**config.mk**
```make
export PLATFORM = sky130hd
export DESIGN_NAME = cla_pipelined_adder_flat
export DESIGN_NICKNAME = d
export VERILOG_FILES = /design/src/rtl/cla_pipelined_adder_pkg.sv /design/src/rtl/cla_pipelined_adder_if.sv /design/src/rtl/cla_pipelined_adder_group_stage.sv /design/src/rtl/cla_pipelined_adder.sv /design/src/flat_wrapper.sv
export SDC_FILE = /design/constraint.sdc
export NUM_CORES = 1
export LEC_CHECK = 0
export ABC_AREA = 1
export BUFFER_PORTS_ARGS = -buffer_cell sky130_fd_sc_hd__buf_2
export CORE_ASPECT_RATIO = 1.1
export CORE_MARGIN = 5
export CORE_UTILIZATION = 28
export CTS_CLUSTER_DIAMETER = 200
export DETAILED_ROUTE_END_ITERATION = 10
export PLACE_DENSITY_LB_ADDON = 0.08
export SYNTH_ARGS = -nofsm -noshare
export SYNTH_HDL_FRONTEND = slang
export SYNTH_SLANG_ARGS = --single-unit
```
**constraint.sdc**
```tcl
create_clock -name clk -period 3.6 [get_ports clk]
set_input_delay 0.72 -clock clk [delete_from_list [all_inputs] [get_ports clk]]
set_output_delay 0.72 -clock clk [all_outputs]
set_load 0.1 [all_outputs]
```
**src/rtl/cla_pipelined_adder_pkg.sv**
```systemverilog
// Shared types and helpers for the pipelined carry-lookahead adder.
// Used by all builds; the OVERFLOW_FLAG_EN option lives in the top.
package cla_pkg;

    localparam int SLICE_W = 4;

    // Control word that travels with every pipeline stage.
    typedef struct packed {
        logic vld;
        logic carry;
    } cla_ctrl_t;

    function automatic int cla_latency(input int width, input int sps);
        return (sps < 1) ? 1 : width / (SLICE_W * sps);
    endfunction

endpackage

```
**src/rtl/cla_pipelined_adder_if.sv**
```systemverilog
// Streaming operand/result bus of the pipelined CLA adder.
interface cla_pipelined_adder_if #(
    parameter int WIDTH = 32
);
    logic             in_valid;
    logic             in_ready;
    logic [WIDTH-1:0] in_a;
    logic [WIDTH-1:0] in_b;
    logic             in_cin;
    logic             in_sub;
    logic             out_valid;
    logic             out_ready;
    logic [WIDTH-1:0] out_sum;
    logic             out_cout;
    logic             out_ovf;

    modport master (
        output in_valid, in_a, in_b, in_cin, in_sub, out_ready,
        input  in_ready, out_valid, out_sum, out_cout, out_ovf
    );

    modport slave (
        input  in_valid, in_a, in_b, in_cin, in_sub, out_ready,
        output in_ready, out_valid, out_sum, out_cout, out_ovf
    );

endinterface

```
**src/rtl/cla_pipelined_adder_group_stage.sv**
```systemverilog
// Combinational group of 4-bit CLA slices with group-level lookahead carries.
module cla_group_stage
    import cla_pkg::*;
#(
    parameter int SLICES = 2
) (
    input  logic [SLICE_W*SLICES-1:0] a,
    input  logic [SLICE_W*SLICES-1:0] b,
    input  logic                      cin,
    output logic [SLICE_W*SLICES-1:0] sum,
    output logic                      gp,
    output logic                      gg,
    output logic                      cout
);

    logic [SLICE_W*SLICES-1:0] p;
    logic [SLICE_W*SLICES-1:0] g;
    logic [SLICES-1:0]         sp;
    logic [SLICES-1:0]         sg;
    logic [SLICES:0]           c;
    logic                      bc;

    always_comb begin
        p  = a ^ b;
        g  = a & b;
        sp = '0;
        sg = '0;
        for (int j = 0; j < SLICES; j++) begin
            sp[j] = &p[j*SLICE_W +: SLICE_W];
            sg[j] = g[j*SLICE_W+3]
                  | (p[j*SLICE_W+3] & g[j*SLICE_W+2])
                  | (p[j*SLICE_W+3] & p[j*SLICE_W+2] & g[j*SLICE_W+1])
                  | (p[j*SLICE_W+3] & p[j*SLICE_W+2] & p[j*SLICE_W+1] & g[j*SLICE_W]);
        end
    end

    always_comb begin
        c    = '0;
        sum  = '0;
        bc   = 1'b0;
        c[0] = cin;
        for (int j = 0; j < SLICES; j++) begin
            c[j+1] = sg[j] | (sp[j] & c[j]);
        end
        // Inside a slice the carry is only needed for the sum bits.
        for (int j = 0; j < SLICES; j++) begin
            bc = c[j];
            for (int i = 0; i < SLICE_W; i++) begin
                sum[j*SLICE_W+i] = p[j*SLICE_W+i] ^ bc;
                bc               = g[j*SLICE_W+i] | (p[j*SLICE_W+i] & bc);
            end
        end
        gp = &sp;
        gg = 1'b0;
        for (int j = 0; j < SLICES; j++) begin
            gg = sg[j] | (sp[j] & gg);
        end
        cout = c[SLICES];
    end

endmodule

```
**src/rtl/cla_pipelined_adder.sv**
```systemverilog
// Pipelined CLA adder/subtractor, one group of slices resolved per stage.
// Optional macro OVERFLOW_FLAG_EN adds a signed-overflow flag aligned with out_sum.
module cla_pipelined_adder
    import cla_pkg::*;
#(
    parameter int WIDTH            = 32,
    parameter int SLICES_PER_STAGE = 2
) (
    input logic                  clk,
    input logic                  rst_n,
    cla_pipelined_adder_if.slave bus
);

    localparam int SW      = SLICE_W * SLICES_PER_STAGE;
    localparam int LATENCY = cla_latency(WIDTH, SLICES_PER_STAGE);

    if ((SLICES_PER_STAGE < 1) || (WIDTH % SW != 0)) begin : g_param_check
        $error("cla_pipelined_adder: WIDTH must be a multiple of 4*SLICES_PER_STAGE");
    end

    logic stall;
    logic advance;

    for (genvar k = 0; k < LATENCY; k++) begin : g_stg
        localparam int OPW = WIDTH - k * SW;
        localparam int LO  = (k + 1) * SW;

        logic [OPW-1:0] a_in;
        logic [OPW-1:0] b_in;
        cla_ctrl_t      ctrl_in;
        cla_ctrl_t      ctrl_d;
        cla_ctrl_t      ctrl_q;
        logic [SW-1:0]  slice_sum;
        logic           grp_p;
        logic           grp_g;
        logic           grp_c;
        logic           grp_pg_unused;
        logic [LO-1:0]  sum_d;
        logic [LO-1:0]  sum_q;

        if (k == 0) begin : g_src
            always_comb begin
                a_in          = bus.in_a;
                b_in          = bus.in_sub ? ~bus.in_b : bus.in_b;
                ctrl_in.vld   = bus.in_valid;
                ctrl_in.carry = bus.in_sub | bus.in_cin;
                sum_d         = slice_sum;
            end
        end else begin : g_src
            always_comb begin
                a_in    = g_stg[k-1].g_fwd.a_q;
                b_in    = g_stg[k-1].g_fwd.b_q;
                ctrl_in = g_stg[k-1].ctrl_q;
                sum_d   = {slice_sum, g_stg[k-1].sum_q};
            end
        end

        cla_group_stage #(
            .SLICES(SLICES_PER_STAGE)
        ) u_grp (
            .a   (a_in[SW-1:0]),
            .b   (b_in[SW-1:0]),
            .cin (ctrl_in.carry),
            .sum (slice_sum),
            .gp  (grp_p),
            .gg  (grp_g),
            .cout(grp_c)
        );

        // Group P/G stay on the slice interface for external chaining; the stage uses cout.
        assign grp_pg_unused = grp_p ^ grp_g;

        always_comb begin
            ctrl_d.vld   = ctrl_in.vld;
            ctrl_d.carry = grp_c;
        end

        always_ff @(posedge clk) begin
            if (!rst_n) begin
                ctrl_q <= '0;
            end else if (advance) begin
                ctrl_q <= ctrl_d;
            end
        end

        always_ff @(posedge clk) begin
            if (advance) begin
                sum_q <= sum_d;
            end
        end

        if (k < LATENCY - 1) begin : g_fwd
            logic [OPW-SW-1:0] a_d;
            logic [OPW-SW-1:0] b_d;
            logic [OPW-SW-1:0] a_q;
            logic [OPW-SW-1:0] b_q;

            always_comb begin
                a_d = a_in[OPW-1:SW];
                b_d = b_in[OPW-1:SW];
            end

            always_ff @(posedge clk) begin
                if (advance) begin
                    a_q <= a_d;
                    b_q <= b_d;
                end
            end
        end
    end

    always_comb begin
        stall   = g_stg[LATENCY-1].ctrl_q.vld & ~bus.out_ready;
        advance = ~stall;
    end

    assign bus.in_ready  = ~stall;
    assign bus.out_valid = g_stg[LATENCY-1].ctrl_q.vld;
    assign bus.out_sum   = g_stg[LATENCY-1].ctrl_q.vld ? g_stg[LATENCY-1].sum_q : '0;
    assign bus.out_cout  = g_stg[LATENCY-1].ctrl_q.vld & g_stg[LATENCY-1].ctrl_q.carry;

`ifdef OVERFLOW_FLAG_EN
    logic cmsb_d;
    logic cmsb_q;

    // Carry into the MSB recovered from its sum bit: s = a ^ b ^ c.
    always_comb begin
        cmsb_d = g_stg[LATENCY-1].slice_sum[SW-1]
               ^ g_stg[LATENCY-1].a_in[SW-1]
               ^ g_stg[LATENCY-1].b_in[SW-1];
    end

    always_ff @(posedge clk) begin
        if (!rst_n) begin
            cmsb_q <= 1'b0;
        end else if (advance) begin
            cmsb_q <= cmsb_d;
        end
    end

    assign bus.out_ovf = g_stg[LATENCY-1].ctrl_q.vld & (g_stg[LATENCY-1].ctrl_q.carry ^ cmsb_q);
`else
    assign bus.out_ovf = 1'b0;
`endif

endmodule

```
**src/flat_wrapper.sv**
```systemverilog
// flat-port wrapper written by rule: the top's interface ports become plain ports
module cla_pipelined_adder_flat import cla_pkg::*;
#(
    parameter int WIDTH            = 32,
    parameter int SLICES_PER_STAGE = 2
)
  (clk, rst_n, bus_in_valid, bus_in_a, bus_in_b, bus_in_cin, bus_in_sub, bus_out_ready, bus_in_ready, bus_out_valid, bus_out_sum, bus_out_cout, bus_out_ovf);
  cla_pipelined_adder_if #(.WIDTH(WIDTH)) bus_i ();
  input logic clk;
  input logic rst_n;
  input wire logic [$bits(bus_i.in_valid)-1:0] bus_in_valid;
  input wire logic [$bits(bus_i.in_a)-1:0] bus_in_a;
  input wire logic [$bits(bus_i.in_b)-1:0] bus_in_b;
  input wire logic [$bits(bus_i.in_cin)-1:0] bus_in_cin;
  input wire logic [$bits(bus_i.in_sub)-1:0] bus_in_sub;
  input wire logic [$bits(bus_i.out_ready)-1:0] bus_out_ready;
  output wire logic [$bits(bus_i.in_ready)-1:0] bus_in_ready;
  output wire logic [$bits(bus_i.out_valid)-1:0] bus_out_valid;
  output wire logic [$bits(bus_i.out_sum)-1:0] bus_out_sum;
  output wire logic [$bits(bus_i.out_cout)-1:0] bus_out_cout;
  output wire logic [$bits(bus_i.out_ovf)-1:0] bus_out_ovf;
  assign bus_i.in_valid = bus_in_valid;
  assign bus_i.in_a = bus_in_a;
  assign bus_i.in_b = bus_in_b;
  assign bus_i.in_cin = bus_in_cin;
  assign bus_i.in_sub = bus_in_sub;
  assign bus_i.out_ready = bus_out_ready;
  assign bus_in_ready = bus_i.in_ready;
  assign bus_out_valid = bus_i.out_valid;
  assign bus_out_sum = bus_i.out_sum;
  assign bus_out_cout = bus_i.out_cout;
  assign bus_out_ovf = bus_i.out_ovf;
  cla_pipelined_adder #(.WIDTH(WIDTH), .SLICES_PER_STAGE(SLICES_PER_STAGE)) u_core (.clk(clk), .rst_n(rst_n), .bus(bus_i));
endmodule
```
======== Word-level counts from Yosys, hierarchy flattened ========
Index checks and enable logic that the tools add are counted.
cells by class
  reductions and logical operators ........ 8
  bitwise operators ....................... 174
  mux-type cells .......................... 2
operator list
  operator             count
  1-bit AND            74
  32-bit 2-to-1 mux    2
  1-bit bitwise OR     57
  8-bit AND            4
  32-bit NOT           1
  4-bit AND reduction  8
  1-bit XOR            32
  8-bit XOR            4
  1-bit NOT            2
word-level totals
  register bits after elaboration ......... 184

======== Depth between registers and ports, before layout ========
  word-level depth ........................ 15
  mapped depth ............................ 13
  mapped depth without buffers ............ 12

======== Cells and area by module ========
Synthesis repeated with hierarchy kept, for this count alone.
unflattened totals
  cells, all modules ...................... 536
  area, all modules ....................... 7813.7 µm²
by module, submodules not included
  module               area an instance (µm²)  times used  cells an instance  sequential area each (µm²)
  cla_pipelined_adder  6262.3                  1           336                5445.2
  cla_group_stage      387.9                   4           50                 0.0

======== Worst setup path before layout ========
Ideal clock, no wire load.
  path type ............................... input to register
  start ................................... input port bus_in_sub
  end ..................................... register u_core.g_stg[0].sum_q[7], data pin
  arrival ................................. 3.048 ns
  setup slack ............................. 0.294 ns
  cell stages on the path ................. 13
  path buffers ............................ 2
  cell sequence ........................... buf_6 buf_8 xor2_1 ha_1 nand2_2 nor2_1 nand2_1 nand3_2 inv_1 fa_1 fa_1 fa_1 xnor2_1
between the ends
  longest elaborated chain between the ends .. 14
ends and longest elaborated chain
  item                                            RTL line                                                                                                             source
  start: declaration                              flat_wrapper.sv:15                                                                                                   input wire logic [$bits(bus_i.in_sub)-1:0] bus_in_sub;
  32-bit 2-to-1 mux                               cla_pipelined_adder.sv:44                                                                                            b_in = bus.in_sub ? ~bus.in_b : bus.in_b;
  8-bit XOR or 8-bit AND (tied branches)          cla_pipelined_adder_group_stage.sv:24, cla_pipelined_adder_group_stage.sv:25
  1-bit AND, on equally long branches             cla_pipelined_adder_group_stage.sv:31, cla_pipelined_adder_group_stage.sv:32, cla_pipelined_adder_group_stage.sv:33
  1-bit bitwise OR, or another cell as far along  cla_pipelined_adder_group_stage.sv:31                                                                                | (p[j*SLICE_W+3] & g[j*SLICE_W+2])
  1-bit bitwise OR or 1-bit AND (tied branches)   cla_pipelined_adder_group_stage.sv:32, cla_pipelined_adder_group_stage.sv:33
  1-bit bitwise OR                                cla_pipelined_adder_group_stage.sv:33                                                                                | (p[j*SLICE_W+3] & p[j*SLICE_W+2] & p[j*SLICE_W+1] & g[j*SLICE_W]);
  1-bit bitwise OR                                cla_pipelined_adder_group_stage.sv:43                                                                                c[j+1] = sg[j] | (sp[j] & c[j]);
  1-bit AND                                       cla_pipelined_adder_group_stage.sv:50                                                                                bc = g[j*SLICE_W+i] | (p[j*SLICE_W+i] & bc);
  1-bit bitwise OR                                cla_pipelined_adder_group_stage.sv:50
  1-bit AND                                       cla_pipelined_adder_group_stage.sv:50
  1-bit bitwise OR                                cla_pipelined_adder_group_stage.sv:50
  1-bit AND                                       cla_pipelined_adder_group_stage.sv:50
  1-bit bitwise OR                                cla_pipelined_adder_group_stage.sv:50
  1-bit XOR *                                     cla_pipelined_adder_group_stage.sv:49                                                                                sum[j*SLICE_W+i] = p[j*SLICE_W+i] ^ bc;
  named net u_core.g_stg[0].slice_sum[7]          cla_pipelined_adder.sv:33                                                                                            logic [SW-1:0] slice_sum;
  end signal: assignment                          cla_pipelined_adder.sv:88                                                                                            sum_q <= sum_d;
  end: declaration                                cla_pipelined_adder.sv:39                                                                                            logic [LO-1:0] sum_q;
Mark *: on every way through the listed nets, which the timed path passes. The rest lies on a longest branch.
A chain may end at the register's enable or synchronous reset.

======== Final worst setup path ========
Ends and elaborated chain as after synthesis.

==> flow_metrics.env <==
export IMPL_clock_sinks=184
export IMPL_die_h_um=184
export IMPL_crit_fanout=7
export IMPL_hold_buffers=0
export IMPL_cts_buffer_depth=2
export IMPL_place_worst_setup_slack_ns=0.148
export IMPL_ir_worst_vdd_mv=0.250
export IMPL_grt_pass1_wl_um=21200
export IMPL_htree_levels=4
export IMPL_critPathCaptureType="flop"
export IMPL_gr_usage_met3=0.0290
export IMPL_maxCapViolations=0
export IMPL_reg2reg_slack_ns=0.66
export IMPL_ctsRootBufferMaster="clkbuf_16"
export IMPL_final_nets=759
export IMPL_syn_num_nets=638
export IMPL_n_antenna_cell=0
export IMPL_grt_overflow=0
export IMPL_drt_initial_drc_count=152
export IMPL_num_rows=63
export IMPL_grtUsageMet2=0.149
export IMPL_min_period_over_period=0.841
export IMPL_synthFlopType="edfxtp_1"
export IMPL_timing_final_ws_setup_ns=0.573
export IMPL_hp_class="reg2reg"
export IMPL_dpl_hpwl_um=9090
export IMPL_min_path_cells=0
export IMPL_viasPerCell=3.86
export IMPL_core_um2=27000
export IMPL_gp_congestion=0.725
export IMPL_worstPathRequired_ns=3.77
export IMPL_grt_antenna_before_repair=1
export IMPL_setup_tns_ns=0
export IMPL_outcome="finished, final reports clean"
export IMPL_stdcell_count=1003
export IMPL_synth_most_common_cell="edfxtp_1"
export IMPL_min_to="u_core.g_stg[3].sum_q[5]"
export IMPL_synth_area_leader_cell="edfxtp_1"
export IMPL_syn_area_um2=7690
export IMPL_grt_use_met1=0.105
export IMPL_rsz0062_at_grt="no"
export IMPL_syn_to_final_growth_pct=20.4
export IMPL_hp_start="u_core.g_stg[2].sum_q[5]"
export IMPL_die_x_um=168
export IMPL_io_buffer_count=104
export IMPL_rr_startpoint="u_core.g_stg[0].g_fwd.b_q[3]"
export IMPL_post_cts_buffers=0
export IMPL_p_leak_nw=4.18
export IMPL_synth_edf_count=176
export IMPL_ant_nets=0
export IMPL_r2r_end="u_core.g_stg[1].sum_q[15]"
export IMPL_worstMarginPinSlew_ns=0.591
export IMPL_yosysSeqAreaShare=0.708
export IMPL_clkTransAtPathRegs_ns=0.07
export IMPL_grt_busiest_layer="met2"
export IMPL_cts_resized=0
export IMPL_slew_violations=0
export IMPL_ys_seq_elements=184
export IMPL_io_pins=106
export IMPL_whs_ns=0.413
export IMPL_ys_warnings_count=0
export IMPL_synth_common_cells="edfxtp_1 (176), inv_1 (103), nand2_1 (60)"
export IMPL_finClkSkew_ns=0.0162
export IMPL_die_area_um2=30900
export IMPL_wl_per_cell_um=13.0
export IMPL_timing_final_hold_violations=0
export IMPL_drive_gt1_frac=0.235
export IMPL_syn_instance_count=512
export IMPL_final_area_um2=9260
export IMPL_route_detailed_drc=0
export IMPL_syn_area_per_cell_um2=15.0
export IMPL_placed_area_um2=8640
export IMPL_powerDensity_nw_per_um2=591
export IMPL_grt_usage=0.0880
export IMPL_r2r_cells=9
export IMPL_clk_latency_ns=0.43
export IMPL_cts_buffers_inserted=17
export IMPL_synth_cell_type_count=27
export IMPL_vias=3871
export IMPL_start_util=0.284
export IMPL_synth_top_area_share=0.687
export IMPL_max_freq_ghz=0.330
export IMPL_grt_pass1_vias=4176
export IMPL_cts_tree="built"
export IMPL_synth_async_reset_ratio=0
export IMPL_critical_path_class="in2reg"
export IMPL_slew_headroom=0.606
export IMPL_period_needed_ns=3.03
export IMPL_place_inst=971
export IMPL_wl_um=13000
export IMPL_setup_viol=0
export IMPL_dr_pass1_iters=4
export IMPL_synth_area_top_cells="edfxtp_1 (69%), fa_1 (6.2%), ha_1 (5.2%)"
export IMPL_grt_max_degree=48
export IMPL_cp_arrival_ns=3.20
export IMPL_cp_start_kind="input pin"
-- power breakdown --
part	total [W]	switching (W)	internal (W)	leakage [nW]
combinational	0.000560	0.000359	0.000201	1.96
clock	0.00192	0.000913	0.00101	0.300
sequential	0.00299	0.000123	0.00287	1.92
-- layer usage --
metal  share of wire  up-vias
li1                -     1933
met1            0.43     1850
met2            0.51       73
met3           0.045       13
met4           0.016        2
met5         0.00085        -
-- flip-flops by register name, summed over array words and instances (netlist names) --
signal                  flops
u_core.g_stg.g_fwd.a_q     48
u_core.g_stg.sum_q         80
u_core.bus.out_valid        1
u_core.g_stg.ctrl_q         7
u_core.g_stg.g_fwd.b_q     48
-- layout make-up --
cell class,instances,area (µm²)
well taps,357,447
flip-flops and latches,184,5450
fillers,2637,17800
inverters,104,390
repair buffers,111,573
clock inverters,15,199
clock buffers,17,425
multi-input cells,215,1780
-- worst max-delay path by stage --
stage                                 to  cells past startpoint                          from
5_1_grt         u_core.g_stg[0].sum_q[7]                     13                    bus_in_sub
6_report        u_core.g_stg[0].sum_q[7]                     13                    bus_in_sub
3_5_place_dp    u_core.g_stg[0].sum_q[7]                     13                    bus_in_sub
4_1_cts        u_core.g_stg[2].sum_q[23]                      9  u_core.g_stg[1].g_fwd.b_q[3]
2_1_floorplan   u_core.g_stg[0].sum_q[7]                     13                    bus_in_sub
3_3_place_gp    u_core.g_stg[0].sum_q[7]                     13                    bus_in_sub
-- metrics by stage --
| step | util | power [W] |
|---|---|---|
| after floorplan | - | 0.00343 |
| after global placement | 0.319 | 0.00360 |
| after detailed placement | 0.319 | 0.00362 |
| after CTS | 0.343 | 0.00559 |
| after global routing | 0.343 | 0.00579 |
| final | 0.343 | 0.00547 |
-- placed cells by master, fill, tap and decap left out, drive strengths merged --
cell type	netlist	layout
a21boi	1	1
a21oi	11	11
buf	9	111
bufinv	0	1
clkbuf	0	17
clkinv	0	6
clkinvlp	0	1
conb	1	1
dfxtp	8	8
edfxtp	176	176
fa	24	24
ha	32	32
inv	104	111
nand2	62	62
nand3	9	9
nand4	2	2
nor2	20	20
nor3	3	3
o21ai	10	10
xnor2	9	9
xor2	31	31
-- critical path, cell delays in order --
cell and delay [ns]:
buf_2 0.16, xnor2_1 0.28, inv_1 0.08, ha_1 0.30
nand2_1 0.05, nor2_1 0.10, nand2_1 0.07, nand3_2 0.08
inv_1 0.05, fa_1 0.37, fa_1 0.39, fa_1 0.39
xnor2_1 0.15
-- cell families after synthesis --
| group | after synthesis | synth area share |
|---|---|---|
| other | 1 | 0.000488 |
| AND/OR/NAND/NOR | 96 | 0.0524 |
| flip-flops | 184 | 0.708 |
| XOR/XNOR | 40 | 0.0485 |
| adder cells (fa/ha/maj) | 56 | 0.115 |
| AO/OA/AOI/OAI | 22 | 0.0146 |
| buffers and inverters | 113 | 0.0615 |
No activity file was read; power rests on OpenSTA's default activity.
